## src/rtl/csr_unit_if.sv

```systemverilog
// Instruction-side CSR access bus: csrrd/csrwr/csrxchg number, mask, data and combinational read-back.
interface csr_unit_if;
    logic        csr_re;
    logic [13:0] csr_num;
    logic [31:0] csr_rvalue;
    logic        csr_we;
    logic [31:0] csr_wmask;
    logic [31:0] csr_wvalue;

    modport master (
        output csr_re, csr_num, csr_we, csr_wmask, csr_wvalue,
        input  csr_rvalue
    );

    modport slave (
        input  csr_re, csr_num, csr_we, csr_wmask, csr_wvalue,
        output csr_rvalue
    );
endinterface

```

## src/rtl/csr_unit.sv

```systemverilog
// LoongArch CSR file: CRMD/PRMD/ECFG/ESTAT/ERA/BADV/EENTRY/SAVEn/TID with exception and ertn updates.
// Define CSR_TIMER_EN to add TCFG/TVAL/TICLR and the countdown timer driving ESTAT.IS[11].
module csr_unit #(
    parameter int          SAVE_NUM    = 4,
    parameter int          HW_INT_NUM  = 8,
    parameter int          TIMER_W     = 32,
    parameter logic [31:0] TID_INIT    = 32'h0,
    parameter logic [31:0] EENTRY_INIT = 32'h1c008000
) (
    input  logic                  clk,
    input  logic                  rst,
    csr_unit_if.slave             bus,
    input  logic [HW_INT_NUM-1:0] hw_int_in,
    input  logic                  ipi_int_in,
    input  logic                  wb_ex,
    input  logic [5:0]            wb_ecode,
    input  logic [8:0]            wb_esubcode,
    input  logic [31:0]           wb_pc,
    input  logic [31:0]           wb_vaddr,
    input  logic                  ertn_flush,
    output logic [31:0]           ex_entry,
    output logic [31:0]           ertn_pc,
    output logic                  has_int
);

    localparam logic [13:0] CSR_CRMD   = 14'h00;
    localparam logic [13:0] CSR_PRMD   = 14'h01;
    localparam logic [13:0] CSR_ECFG   = 14'h04;
    localparam logic [13:0] CSR_ESTAT  = 14'h05;
    localparam logic [13:0] CSR_ERA    = 14'h06;
    localparam logic [13:0] CSR_BADV   = 14'h07;
    localparam logic [13:0] CSR_EENTRY = 14'h0c;
    localparam logic [13:0] CSR_TID    = 14'h40;
    localparam int          CSR_SAVE0  = 'h30;
    localparam logic [12:0] LIE_MASK   = 13'h1bff;

    function automatic logic [31:0] mw(input logic [31:0] old, input logic [31:0] mask,
                                       input logic [31:0] val);
        return (mask & val) | (~mask & old);
    endfunction

    logic [1:0]            crmd_plv;
    logic                  crmd_ie;
    logic [1:0]            prmd_pplv;
    logic                  prmd_pie;
    logic [12:0]           ecfg_lie;
    logic [1:0]            is_sw;
    logic [HW_INT_NUM-1:0] hw_is;
    logic                  ipi_is;
    logic                  ti_is;
    logic [5:0]            estat_ecode;
    logic [8:0]            estat_esub;
    logic [31:0]           era;
    logic [31:0]           badv;
    logic [25:0]           eentry_va;
    logic [31:0]           tid;
    logic [31:0]           save_q [SAVE_NUM];

    logic [7:0]  hw_ext;
    logic [12:0] is_vec;
    logic [31:0] crmd_rd, prmd_rd, ecfg_rd, estat_rd, eentry_rd;
    logic [31:0] rd_data;

    logic wr_crmd, wr_prmd, wr_ecfg, wr_estat, wr_era, wr_badv, wr_eentry, wr_tid;
    logic badv_capture;

    assign wr_crmd   = bus.csr_we && (bus.csr_num == CSR_CRMD);
    assign wr_prmd   = bus.csr_we && (bus.csr_num == CSR_PRMD);
    assign wr_ecfg   = bus.csr_we && (bus.csr_num == CSR_ECFG);
    assign wr_estat  = bus.csr_we && (bus.csr_num == CSR_ESTAT);
    assign wr_era    = bus.csr_we && (bus.csr_num == CSR_ERA);
    assign wr_badv   = bus.csr_we && (bus.csr_num == CSR_BADV);
    assign wr_eentry = bus.csr_we && (bus.csr_num == CSR_EENTRY);
    assign wr_tid    = bus.csr_we && (bus.csr_num == CSR_TID);

    // Only address-class exceptions (ADE/ALE) carry a meaningful bad address.
    assign badv_capture = wb_ex && ((wb_ecode == 6'h08) || (wb_ecode == 6'h09));

    always_comb begin
        hw_ext = '0;
        hw_ext[HW_INT_NUM-1:0] = hw_is;
    end

    assign is_vec    = {ipi_is, ti_is, 1'b0, hw_ext, is_sw};
    assign crmd_rd   = {23'b0, 4'b0, 1'b0, 1'b1, crmd_ie, crmd_plv};
    assign prmd_rd   = {29'b0, prmd_pie, prmd_pplv};
    assign ecfg_rd   = {19'b0, ecfg_lie};
    assign estat_rd  = {1'b0, estat_esub, estat_ecode, 3'b0, is_vec};
    assign eentry_rd = {eentry_va, 6'b0};

    always_ff @(posedge clk or negedge rst) begin
        if (!rst) begin
            crmd_plv  <= 2'b0;
            crmd_ie   <= 1'b0;
            prmd_pplv <= 2'b0;
            prmd_pie  <= 1'b0;
        end else begin
            if (wb_ex) begin
                crmd_plv <= 2'b0;
                crmd_ie  <= 1'b0;
            end else if (ertn_flush) begin
                crmd_plv <= prmd_pplv;
                crmd_ie  <= prmd_pie;
            end else if (wr_crmd) begin
                crmd_plv <= mw(crmd_rd, bus.csr_wmask, bus.csr_wvalue)[1:0];
                crmd_ie  <= mw(crmd_rd, bus.csr_wmask, bus.csr_wvalue)[2];
            end
            if (wb_ex) begin
                prmd_pplv <= crmd_plv;
                prmd_pie  <= crmd_ie;
            end else if (wr_prmd) begin
                prmd_pplv <= mw(prmd_rd, bus.csr_wmask, bus.csr_wvalue)[1:0];
                prmd_pie  <= mw(prmd_rd, bus.csr_wmask, bus.csr_wvalue)[2];
            end
        end
    end

    always_ff @(posedge clk or negedge rst) begin
        if (!rst) begin
            ecfg_lie    <= '0;
            is_sw       <= '0;
            hw_is       <= '0;
            ipi_is      <= 1'b0;
            estat_ecode <= '0;
            estat_esub  <= '0;
        end else begin
            if (wr_ecfg)
                ecfg_lie <= mw(ecfg_rd, bus.csr_wmask, bus.csr_wvalue)[12:0] & LIE_MASK;
            if (wr_estat)
                is_sw <= mw(estat_rd, bus.csr_wmask, bus.csr_wvalue)[1:0];
            hw_is  <= hw_int_in;
            ipi_is <= ipi_int_in;
            if (wb_ex) begin
                estat_ecode <= wb_ecode;
                estat_esub  <= wb_esubcode;
            end
        end
    end

    always_ff @(posedge clk or negedge rst) begin
        if (!rst) begin
            era       <= '0;
            badv      <= '0;
            eentry_va <= EENTRY_INIT[31:6];
            tid       <= TID_INIT;
            for (int i = 0; i < SAVE_NUM; i++) save_q[i] <= '0;
        end else begin
            if (wb_ex)
                era <= wb_pc;
            else if (wr_era)
                era <= mw(era, bus.csr_wmask, bus.csr_wvalue);
            if (badv_capture)
                badv <= wb_vaddr;
            else if (wr_badv)
                badv <= mw(badv, bus.csr_wmask, bus.csr_wvalue);
            if (wr_eentry)
                eentry_va <= mw(eentry_rd, bus.csr_wmask, bus.csr_wvalue)[31:6];
            if (wr_tid)
                tid <= mw(tid, bus.csr_wmask, bus.csr_wvalue);
            for (int i = 0; i < SAVE_NUM; i++)
                if (bus.csr_we && (bus.csr_num == 14'(CSR_SAVE0 + i)))
                    save_q[i] <= mw(save_q[i], bus.csr_wmask, bus.csr_wvalue);
        end
    end

`ifdef CSR_TIMER_EN
    localparam logic [13:0] CSR_TCFG  = 14'h41;
    localparam logic [13:0] CSR_TVAL  = 14'h42;
    localparam logic [13:0] CSR_TICLR = 14'h44;

    logic               tcfg_en;
    logic               tcfg_per;
    logic [TIMER_W-3:0] tcfg_init;
    logic [TIMER_W-1:0] cnt;
    logic [31:0]        tcfg_rd, tcfg_nx, tval_rd;
    logic               wr_tcfg, ticlr_clr, cnt_zero, cnt_idle, fire;

    always_comb begin
        tcfg_rd = '0;
        tcfg_rd[TIMER_W-1:2] = tcfg_init;
        tcfg_rd[1] = tcfg_per;
        tcfg_rd[0] = tcfg_en;
        tval_rd = '0;
        tval_rd[TIMER_W-1:0] = cnt;
    end

    assign tcfg_nx   = mw(tcfg_rd, bus.csr_wmask, bus.csr_wvalue);
    assign wr_tcfg   = bus.csr_we && (bus.csr_num == CSR_TCFG);
    assign ticlr_clr = bus.csr_we && (bus.csr_num == CSR_TICLR)
                       && bus.csr_wmask[0] && bus.csr_wvalue[0];
    assign cnt_zero  = (cnt == '0);
    // All-ones marks an expired one-shot timer that must not keep counting.
    assign cnt_idle  = &cnt;
    assign fire      = tcfg_en && cnt_zero;

    always_ff @(posedge clk or negedge rst) begin
        if (!rst) begin
            tcfg_en   <= 1'b0;
            tcfg_per  <= 1'b0;
            tcfg_init <= '0;
            cnt       <= '1;
            ti_is     <= 1'b0;
        end else begin
            if (wr_tcfg) begin
                tcfg_en   <= tcfg_nx[0];
                tcfg_per  <= tcfg_nx[1];
                tcfg_init <= tcfg_nx[TIMER_W-1:2];
            end
            if (wr_tcfg && tcfg_nx[0])
                cnt <= {tcfg_nx[TIMER_W-1:2], 2'b00};
            else if (tcfg_en && !cnt_idle)
                cnt <= (cnt_zero && tcfg_per) ? {tcfg_init, 2'b00} : cnt - 1'b1;
            if (fire)
                ti_is <= 1'b1;
            else if (ticlr_clr)
                ti_is <= 1'b0;
        end
    end
`else
    assign ti_is = 1'b0;
`endif

    always_comb begin
        rd_data = '0;
        case (bus.csr_num)
            CSR_CRMD:   rd_data = crmd_rd;
            CSR_PRMD:   rd_data = prmd_rd;
            CSR_ECFG:   rd_data = ecfg_rd;
            CSR_ESTAT:  rd_data = estat_rd;
            CSR_ERA:    rd_data = era;
            CSR_BADV:   rd_data = badv;
            CSR_EENTRY: rd_data = eentry_rd;
            CSR_TID:    rd_data = tid;
`ifdef CSR_TIMER_EN
            CSR_TCFG:   rd_data = tcfg_rd;
            CSR_TVAL:   rd_data = tval_rd;
`endif
            default:    rd_data = '0;
        endcase
        for (int i = 0; i < SAVE_NUM; i++)
            if (bus.csr_num == 14'(CSR_SAVE0 + i))
                rd_data = save_q[i];
    end

    assign bus.csr_rvalue = bus.csr_re ? rd_data : 32'h0;
    assign ex_entry       = eentry_rd;
    assign ertn_pc        = era;
    assign has_int        = crmd_ie && (|(is_vec & ecfg_lie));

endmodule

```

## src/flat_wrapper.sv

```systemverilog
// flat-port wrapper written by rule: the top's interface ports become plain ports
module csr_unit_flat 
#(
    parameter int          SAVE_NUM    = 4,
    parameter int          HW_INT_NUM  = 8,
    parameter int          TIMER_W     = 32,
    parameter logic [31:0] TID_INIT    = 32'h0,
    parameter logic [31:0] EENTRY_INIT = 32'h1c008000
)
  (clk, rst, hw_int_in, ipi_int_in, wb_ex, wb_ecode, wb_esubcode, wb_pc, wb_vaddr, ertn_flush, ex_entry, ertn_pc, has_int, bus_csr_re, bus_csr_num, bus_csr_we, bus_csr_wmask, bus_csr_wvalue, bus_csr_rvalue);
  csr_unit_if bus_i ();
  input  logic clk;
  input  logic rst;
  input  logic [HW_INT_NUM-1:0] hw_int_in;
  input  logic ipi_int_in;
  input  logic wb_ex;
  input  logic [5:0] wb_ecode;
  input  logic [8:0] wb_esubcode;
  input  logic [31:0] wb_pc;
  input  logic [31:0] wb_vaddr;
  input  logic ertn_flush;
  output logic [31:0] ex_entry;
  output logic [31:0] ertn_pc;
  output logic has_int;
  input wire logic [$bits(bus_i.csr_re)-1:0] bus_csr_re;
  input wire logic [$bits(bus_i.csr_num)-1:0] bus_csr_num;
  input wire logic [$bits(bus_i.csr_we)-1:0] bus_csr_we;
  input wire logic [$bits(bus_i.csr_wmask)-1:0] bus_csr_wmask;
  input wire logic [$bits(bus_i.csr_wvalue)-1:0] bus_csr_wvalue;
  output wire logic [$bits(bus_i.csr_rvalue)-1:0] bus_csr_rvalue;
  assign bus_i.csr_re = bus_csr_re;
  assign bus_i.csr_num = bus_csr_num;
  assign bus_i.csr_we = bus_csr_we;
  assign bus_i.csr_wmask = bus_csr_wmask;
  assign bus_i.csr_wvalue = bus_csr_wvalue;
  assign bus_csr_rvalue = bus_i.csr_rvalue;
  csr_unit #(.SAVE_NUM(SAVE_NUM), .HW_INT_NUM(HW_INT_NUM), .TIMER_W(TIMER_W), .TID_INIT(TID_INIT), .EENTRY_INIT(EENTRY_INIT)) u_core (.clk(clk), .rst(rst), .bus(bus_i), .hw_int_in(hw_int_in), .ipi_int_in(ipi_int_in), .wb_ex(wb_ex), .wb_ecode(wb_ecode), .wb_esubcode(wb_esubcode), .wb_pc(wb_pc), .wb_vaddr(wb_vaddr), .ertn_flush(ertn_flush), .ex_entry(ex_entry), .ertn_pc(ertn_pc), .has_int(has_int));
endmodule
```

## config.mk

```make
export PLATFORM = sky130hd
export DESIGN_NAME = csr_unit_flat
export DESIGN_NICKNAME = d
export VERILOG_FILES = /design/src/rtl/csr_unit_if.sv /design/src/rtl/csr_unit.sv /design/src/flat_wrapper.sv
export SDC_FILE = /design/constraint.sdc
export NUM_CORES = 1
export LEC_CHECK = 0
export ABC_AREA = 1
export BUFFER_PORTS_ARGS = -buffer_cell sky130_fd_sc_hd__buf_2
export CORE_MARGIN = 2
export CORE_UTILIZATION = 40
export DETAILED_ROUTE_END_ITERATION = 6
export PLACE_DENSITY = 0.7
export SYNTH_ARGS = -nofsm -noshare
export SYNTH_HDL_FRONTEND = slang
export SYNTH_SLANG_ARGS = --single-unit
```

## constraint.sdc

```tcl
create_clock -name clk -period 1.35 [get_ports clk]
set_input_delay 0.135 -clock clk [delete_from_list [all_inputs] [get_ports clk]]
set_output_delay 0.135 -clock clk [all_outputs]
set_load 0.05 [all_outputs]
```

* Word-level counts from Yosys, hierarchy flattened
Cells that the tools add are included.
Widths: inputs -> output; s select.
** Operators by class
- Reductions and logical operators :: 21
- Bitwise logic cells :: 27
- Mux-type cells :: 20
- Eq/ne operators :: 13
** Operator list (number)
- $and 32x32->32 :: 9
- $mux 32 :: 9
- $or 32x32->32 :: 8
- $pmux 32 s8 :: 1
- $eq 14x3->1 const B :: 4
- $eq 14x6->1 const B :: 4
- $not 32->32 :: 1
- $and 13x13->13 :: 2
- $eq 14x1->1 const B :: 1
- $eq 14x4->1 const B :: 1
- $eq 14x7->1 const B :: 1
- $logic_and 1x1->1 :: 14
- $logic_not 14->1 :: 1
- $or 13x13->13 :: 1
- $reduce_or 13->1 :: 1
- $eq 6x4->1 const B :: 2
- $mux 2 :: 5
- $and 3x3->3 :: 2
- $or 3x3->3 :: 2
- $reduce_bool 2->1 :: 3
- $mux 1 :: 5
- $reduce_bool 3->1 :: 1
- $and 2x2->2 :: 1
- $or 2x2->2 :: 1
- $logic_or 1x1->1 :: 1
** Word-level totals
- Input bits :: 172
- Bits in registers :: 294
- Word-level logic and storage cells :: 99

* Longest topological paths before layout
Gate-level depths: netlist (run 1).
- Depth in word-level cells :: 7
- Depth in mapped cells :: 12

* Worst setup path after synthesis (run 1)
OpenSTA, ideal clock, no wires.
- Path type :: input -> output
- From :: input bus_csr_num[11]
- To :: output bus_csr_rvalue[29]
- Arrival time :: 1997 ps
- Buffers on the path :: 3
- Setup slack :: -782 ps
- Cell stages on the path :: 12
- Path through :: nor2_1 -> nand2_1 -> nor2_1 -> buf_4 -> buf_4 -> buf_4 -> nand3_1 -> nand2_1 -> inv_1 -> nand3_1 -> nand2_1 -> a21oi_1
** On the way
- Word-level cells in the longest chain between the ends :: 7
- Elaborated cells on any way between the ends :: 18
** Ends and longest elaborated chain
- start: declaration :: RTL line flat_wrapper.sv:26 : input wire logic [$bits(bus_i.csr_num)-1:0] bus_csr_num;
- $eq 14x7->1, or another cell as far along :: RTL line csr_unit.sv:225 : case (bus.csr_num)
- $pmux 32 s8 :: RTL line csr_unit.sv:225
- $mux 32 (3 in a row) :: RTL line csr_unit.sv:241 : if (bus.csr_num == 14'(CSR_SAVE0 + i))
- $mux 32 (*) :: RTL line csr_unit.sv:241
- $mux 32 (*) :: RTL line csr_unit.sv:245 : assign bus.csr_rvalue = bus.csr_re ? rd_data : 32'h0;
- end: declaration :: RTL line flat_wrapper.sv:30 : output wire logic [$bits(bus_i.csr_rvalue)-1:0] bus_csr_rvalue;
Mark *: on every way between the ends. The rest lies on a longest branch, timed or not.

==> flow_summary.ini, run 1 <==
[run_status]
status = finished with violations
violations = DRC, setup timing

[yosys]
ys_ff_latch = 294
ys_seq_area_share_pct = 46.7
ys.flop_type = dfrtp_1
yosysMostFrequentCell = nand2_1
synth_area_per_cell_um2 = 7.58
ys_warn_count = 0
yosysTopAreaCell = dfrtp_1
netlist_area_um2 = 15800
yosys-top-cells-area = dfrtp_1 46%, nand2_1 12%, o21ai_0 8.2%
async_flop_share_pct = 100
synth_top_area_share_pct = 46.0
yosys-top-cells-count = 516 x nand2_1, 290 x dfrtp_1, 257 x o21ai_0
synth_edf_count = 0
syn-instance-count = 2079
yosysUniqueCellTypes = 34

[power_and_ir_drop]
p_leak_uw = 0.0126
power_frac_seq_pct = 41.6
power.net_switching_uw = 6620
powerDensity_nw_per_um2 = 830
combPwrFrac_pct = 14.7
peakVddDrop_uv = 645
total_power_uw = 23000
swShare_pct = 28.8
p_int_uw = 16400
power.share.clock_pct = 43.7

[timing]
rsz0062_at_grt = yes
max-slew-margin-rel_pct = 59.7
tns_ps = -47310
clock.fmax_ghz = 0.489
setup_violations = 256
skew_ps = 0.121
slew_violations = 0
fin_crit_sh_pct = 152
fin_ws_ps = -697
finalHoldViolCount = 0
worst_slew_pin_slew_ps = 604
post-route-min-period_ps = 2050

[die]
io_pins = 269
die_area_um2 = 41000
core_um2 = 38700
fp.dieH_um = 203
rows = 72
die_w_um = 203
initial_core_util_pct = 40.7

[clock_tree]
cts.clk_slew.worst_paths_ps = 60
numCtsBuffers = 35
cts_tree = yes
cts-root-buf = clkbuf_16
clock_path_buffers = 3
htree_levels = 2
insertion_delay_ps = 540
clock_sinks = 294

[cells_and_area]
nets = 2870
layout.cells.non_filler = 3242
drive_above_1_share_pct = 42.7
finish.instance_area_um2 = 27700
area_growth_pct = 75.8

[routing]
viasPerCell = 6.26
totalWireLength_mm = 84.1
vias = 20300
drtIter0Drc = 2524
wire_per_inst_um = 25.9
firstDrtPassIters = 7
remaining_drc_errors = 3
postRouteAntennaNets = 0

[global_route]
grt_pass1_wl_mm = 109
grt_start_max_net_pins = 54
antenna_found_initial = 1
gr-total-overflow = 0
track_usage_pct = 34.6
grt_pass1_vias = 18600

[placed_design]
placed_area_um2 = 19500
place_hpwl_mm = 42.3
io_buffers = 262
placed_cells = 2904
place_congestion = 0.908

[setup_path]
cpPeakStageDelay_ps = 390
cp_slowest_cell = dfrtp_1
cp_max_fo = 2
critPathKind = reg2out
cp.required_ps = 1220
critical_path.startpoint_type = flop
crit_chain = a22o_1 -> a221oi_2 -> buf_4 -> nand3_4 -> nand2_2 -> inv_2 -> buf_6
crit_path_end_kind = output port
arrival_ps = 1910

[hold_path]
min_path_type = in2reg

[run]
drv_cap = 0
## cells by family after synthesis
family / after synthesis / synth area share (%)
other: 1 / 0.0238
and+or+nand+nor: 916 / 24.7
DFF: 294 / 46.7
buffers and inverters: 296 / 8.13
AOI/OAI and AO/OA: 572 / 20.4
## metrics by stage
| step | utilization, % | hold WS [ps] | worst slack [ps] |
|---|---|---|---|
| global placement | 50.4 | 41.3 | -648 |
| detailed placement | 50.4 | 51.2 | -662 |
| floorplan | - | -161 | -314 |
| finish | 71.6 | 46.8 | -697 |
| global route | 71.6 | 59.7 | -727 |
| CTS | 64.1 | 16.2 | -706 |
## worst max-delay path: cells and delay by family (launching register included)
| kind | cells | cell delay [ps] |
|---|---|---|
| and+or+nand+nor | 2 | 160 |
| DFF | 1 | 390 |
| buffers and inverters | 3 | 360 |
| AOI/OAI and AO/OA | 2 | 470 |
## layer usage
layer	vias up	GRT usage (%)	routed length, um
met5	-	0	0
met4	0	19.0	7820
met3	603	6.23	10400
met2	1709	56.5	37300
met1	9659	43.6	28500
li1	8334	-	-
## path summary, 6_finish.rpt
kind	startpoint	endpoint	slack, ps	cells past startpoint
max in group asynchronous	rst	async pin	600	3
max reg2reg	u_core.crmd_ie	u_core.crmd_ie	320	5
min in group asynchronous	rst	async pin	70	2
min reg2reg	u_core.estat_esub[3]	u_core.estat_esub[3]	480	2
min	bus_csr_wvalue[13]	flop	50	5
max	flop	has_int	-700	7
## power groups by stage
| stage | Combinational [uW] | Sequential [uW] | Clock (uW) |
|---|---|---|---|
| after floorplan | 865 | 9890 | 0 |
| after global placement | 2360 | 9630 | 0 |
| after detailed placement | 2400 | 9630 | 0 |
| after CTS | 2940 | 9500 | 9940 |
| after global routing | 3560 | 9580 | 10300 |
| final | 3380 | 9570 | 10000 |
## what timing repair did
item	CTS	global route
gates cloned	27	23
pin swaps	119	146
endpoints found under the setup margin	117	284
gates resized for setup	381	695
hold buffers	153	0
endpoints found under the hold margin	526	0
setup buffers	53	40
## layout by cell type, fill, tap and decap left out, drive strengths merged
master,netlist,routed
buf,69,527
nand2,520,520
o21ai,349,349
dfrtp,290,290
nand3,212,212
inv,167,166
nor2,155,155
dlygate4sd3,0,153
a31oi,77,77
clkbuf,60,77
o31ai,56,56
a21oi,44,44
o211ai,39,39
nand3b,12,12
nand4,9,9
clkinv,0,8
conb,1,6
nor3,5,5
dfstp,4,4
a22oi,3,3
a22o,2,2
clkinvlp,0,2
bufinv,0,2
a221oi,2,2
nor4,2,2
diode,0,1
or2,1,1
## cell type report
type                       instances  area (um^2)
antenna                            1         2.50
clock buffer                      51         1080
clock inverter                    11          111
fill                            2448        11000
inverter                         167          658
multi-input combinational       1494        10100
sequential                       294         7360
tap                              518          648
timing repair buffer             706         7750
Power figures use the tool's default switching activity.
==> run 2: changes to the inputs <==
--- a/config.mk
+++ b/config.mk
@@ -7,10 +7,13 @@
 export LEC_CHECK = 0
 export ABC_AREA = 1
 export BUFFER_PORTS_ARGS = -buffer_cell sky130_fd_sc_hd__buf_2
+export CELL_PAD_IN_SITES_DETAIL_PLACEMENT = 1
+export CELL_PAD_IN_SITES_GLOBAL_PLACEMENT = 1
 export CORE_MARGIN = 2
-export CORE_UTILIZATION = 40
+export CORE_UTILIZATION = 37
 export DETAILED_ROUTE_END_ITERATION = 6
-export PLACE_DENSITY = 0.7
+export PLACE_DENSITY = 0.84
+export SKIP_CTS_REPAIR_TIMING = 1
 export SYNTH_ARGS = -nofsm -noshare
 export SYNTH_HDL_FRONTEND = slang
 export SYNTH_SLANG_ARGS = --single-unit
==> run 2 against run 1 <==
  * The run ends with DRC, hold timing, setup timing left
  * Design area fell by 3.3%
  * Total power rose by 1.9%
  * Register-to-register slack got worse by 160 ps
  * Sequential cell count did not move
  * Critical path depth rose by 7
  * Fmax fell by 24%
  * Largest cell class unchanged
==> flow_summary.ini, run 2 (same netlist as run 1, synthesis figures left out) <==
[global_route]
grt_pass1_wl_mm = 108
grt_start_max_net_pins = 65
grt_pass1_vias = 18700
track_usage_pct = 31.6
gr-total-overflow = 0
antenna_found_initial = 11

[routing]
firstDrtPassIters = 7
viasPerCell = 6.80
totalWireLength_mm = 113
postRouteAntennaNets = 0
vias = 22300
remaining_drc_errors = 58
wire_per_inst_um = 34.5
drtIter0Drc = 2861

[setup_path]
crit_family = simple AND/OR/NAND/NOR gates
cp.required_ps = 1220
critical_path.startpoint_type = input pin
cpPeakStageDelay_ps = 410
crit_chain = buf_6 -> nor2_4 -> nand2_2 -> nor2_4 -> buf_12 -> buf_4 -> clkbuf_16 -> nand3_1 -> nand2_1 -> nor2_1 -> nand3_1 -> nand2_2 -> a21oi_4 -> buf_6
worst-path-buf-inv = 5
cp_slowest_cell = nand3_1
arrival_ps = 2540
crit_path_end_kind = output port
cp_max_fo = 7
critPathKind = in2out

[timing]
fin_ws_ps = -1330
tns_ps = -105860
slew_violations = 0
setup_violations = 345
fin_crit_sh_pct = 199
clock.fmax_ghz = 0.373
post-route-min-period_ps = 2680
skew_ps = 4.64
max-slew-margin-rel_pct = 37.5
worst_slew_pin_slew_ps = 928
finalHoldViolCount = 2
rsz0062_at_grt = yes
hold_ws_ps = -0.969

[clock_tree]
numCtsBuffers = 35
cts.clk_slew.worst_paths_ps = 80
cts-root-buf = clkbuf_16
clock_path_buffers = 3
htree_levels = 2
cts_tree = yes
clock_sinks = 294
insertion_delay_ps = 570

[power_and_ir_drop]
powerDensity_nw_per_um2 = 875
p_leak_uw = 0.0122
peakVddDrop_uv = 714
total_power_uw = 23400

[cells_and_area]
mostFrequentLayoutCells = 339 x nand2_1, 289 x dfrtp_1, 187 x buf_2
fillCellCount = 4646
drive_above_1_share_pct = 37.8
nets = 2874
final_common_cell = nand2_1
area_growth_pct = 69.9

[run_status]
status = finished with violations
violations = DRC, hold timing, setup timing

[die]
die_area_um2 = 44300
fp.dieH_um = 210
initial_core_util_pct = 37.5
die_w_um = 210
io_pins = 269
rows = 75
core_um2 = 42000

[placed_design]
place_congestion = 0.911
place_hpwl_mm = 50.3
post-place-ws_ps = -790
io_buffers = 262

[run]
drv_cap = 0

[hold_path]
min_path_type = in2async
## run 2: cell types whose count changed in the layout (fill, tap and decap cells not counted), moves of 18 or more
cell	previous run	this run
o31ai_1	31	50
nand3_1	119	171
nand2_1	304	339
buf_16	23	4
nand3_2	77	33
nor2_4	21	39
nand2_4	84	57
o21ai_2	86	60
## run 2: metal layers
layer | wire length [um] | GRT usage (%)
met1 | 37200 | 39.7
met5 | 117 | 0
met4 | 12300 | 15.3
met3 | 14700 | 5.30
met2 | 48600 | 52.9
## run 2: layout make-up
cell class	count	area, um^2	area share (%)
Multi-Input combinational cell	1494	9330	34.8
Timing Repair Buffer	710	7640	28.5
Sequential cell	294	7360	27.5
Clock buffer	53	1010	3.78
Tap cell	539	674	2.52
Inverter	167	646	2.41
Clock inverter	9	109	0.406
Antenna cell	8	20.0	0.0747
## run 2: path summary, 6_finish.rpt
path / from / end / slack (ps) / cells after the start
min in group clk: wb_vaddr[11] / flop / 0 / 4
worst max register to register: flop / flop / 160 / 2
worst max-delay path: bus_csr_num[12] / bus_csr_rvalue[21] / -1330 / 14
max in group asynchronous: rst / async pin / 570 / 4
worst min-delay path: rst / async pin / -1 / 2
worst min register to register: flop / flop / 490 / 2
## run 2: report_power, final
group | leakage (uW) | switching [uW] | total (uW) | internal [uW]
Sequential | 0.00391 | 411 | 9620 | 9210
Combinational | 0.00774 | 2420 | 3650 | 1240
Clock | 0.000548 | 4570 | 10200 | 5600
## run 2: per-stage QoR
step	instance area (um^2)	utilization, %	instances
2_1_floorplan	16400	-	2084
3_3_place_gp	19800	47.2	2946
3_5_place_dp	19800	47.2	2946
4_1_cts	21000	49.8	3008
5_1_grt	26800	63.7	3268
6_report	26800	63.7	3274
## run 2: worst reg2reg max path: stages (launching register included)
cell	delay, ps
dfrtp_1	440
nand2_1	120
o21ai_0	350
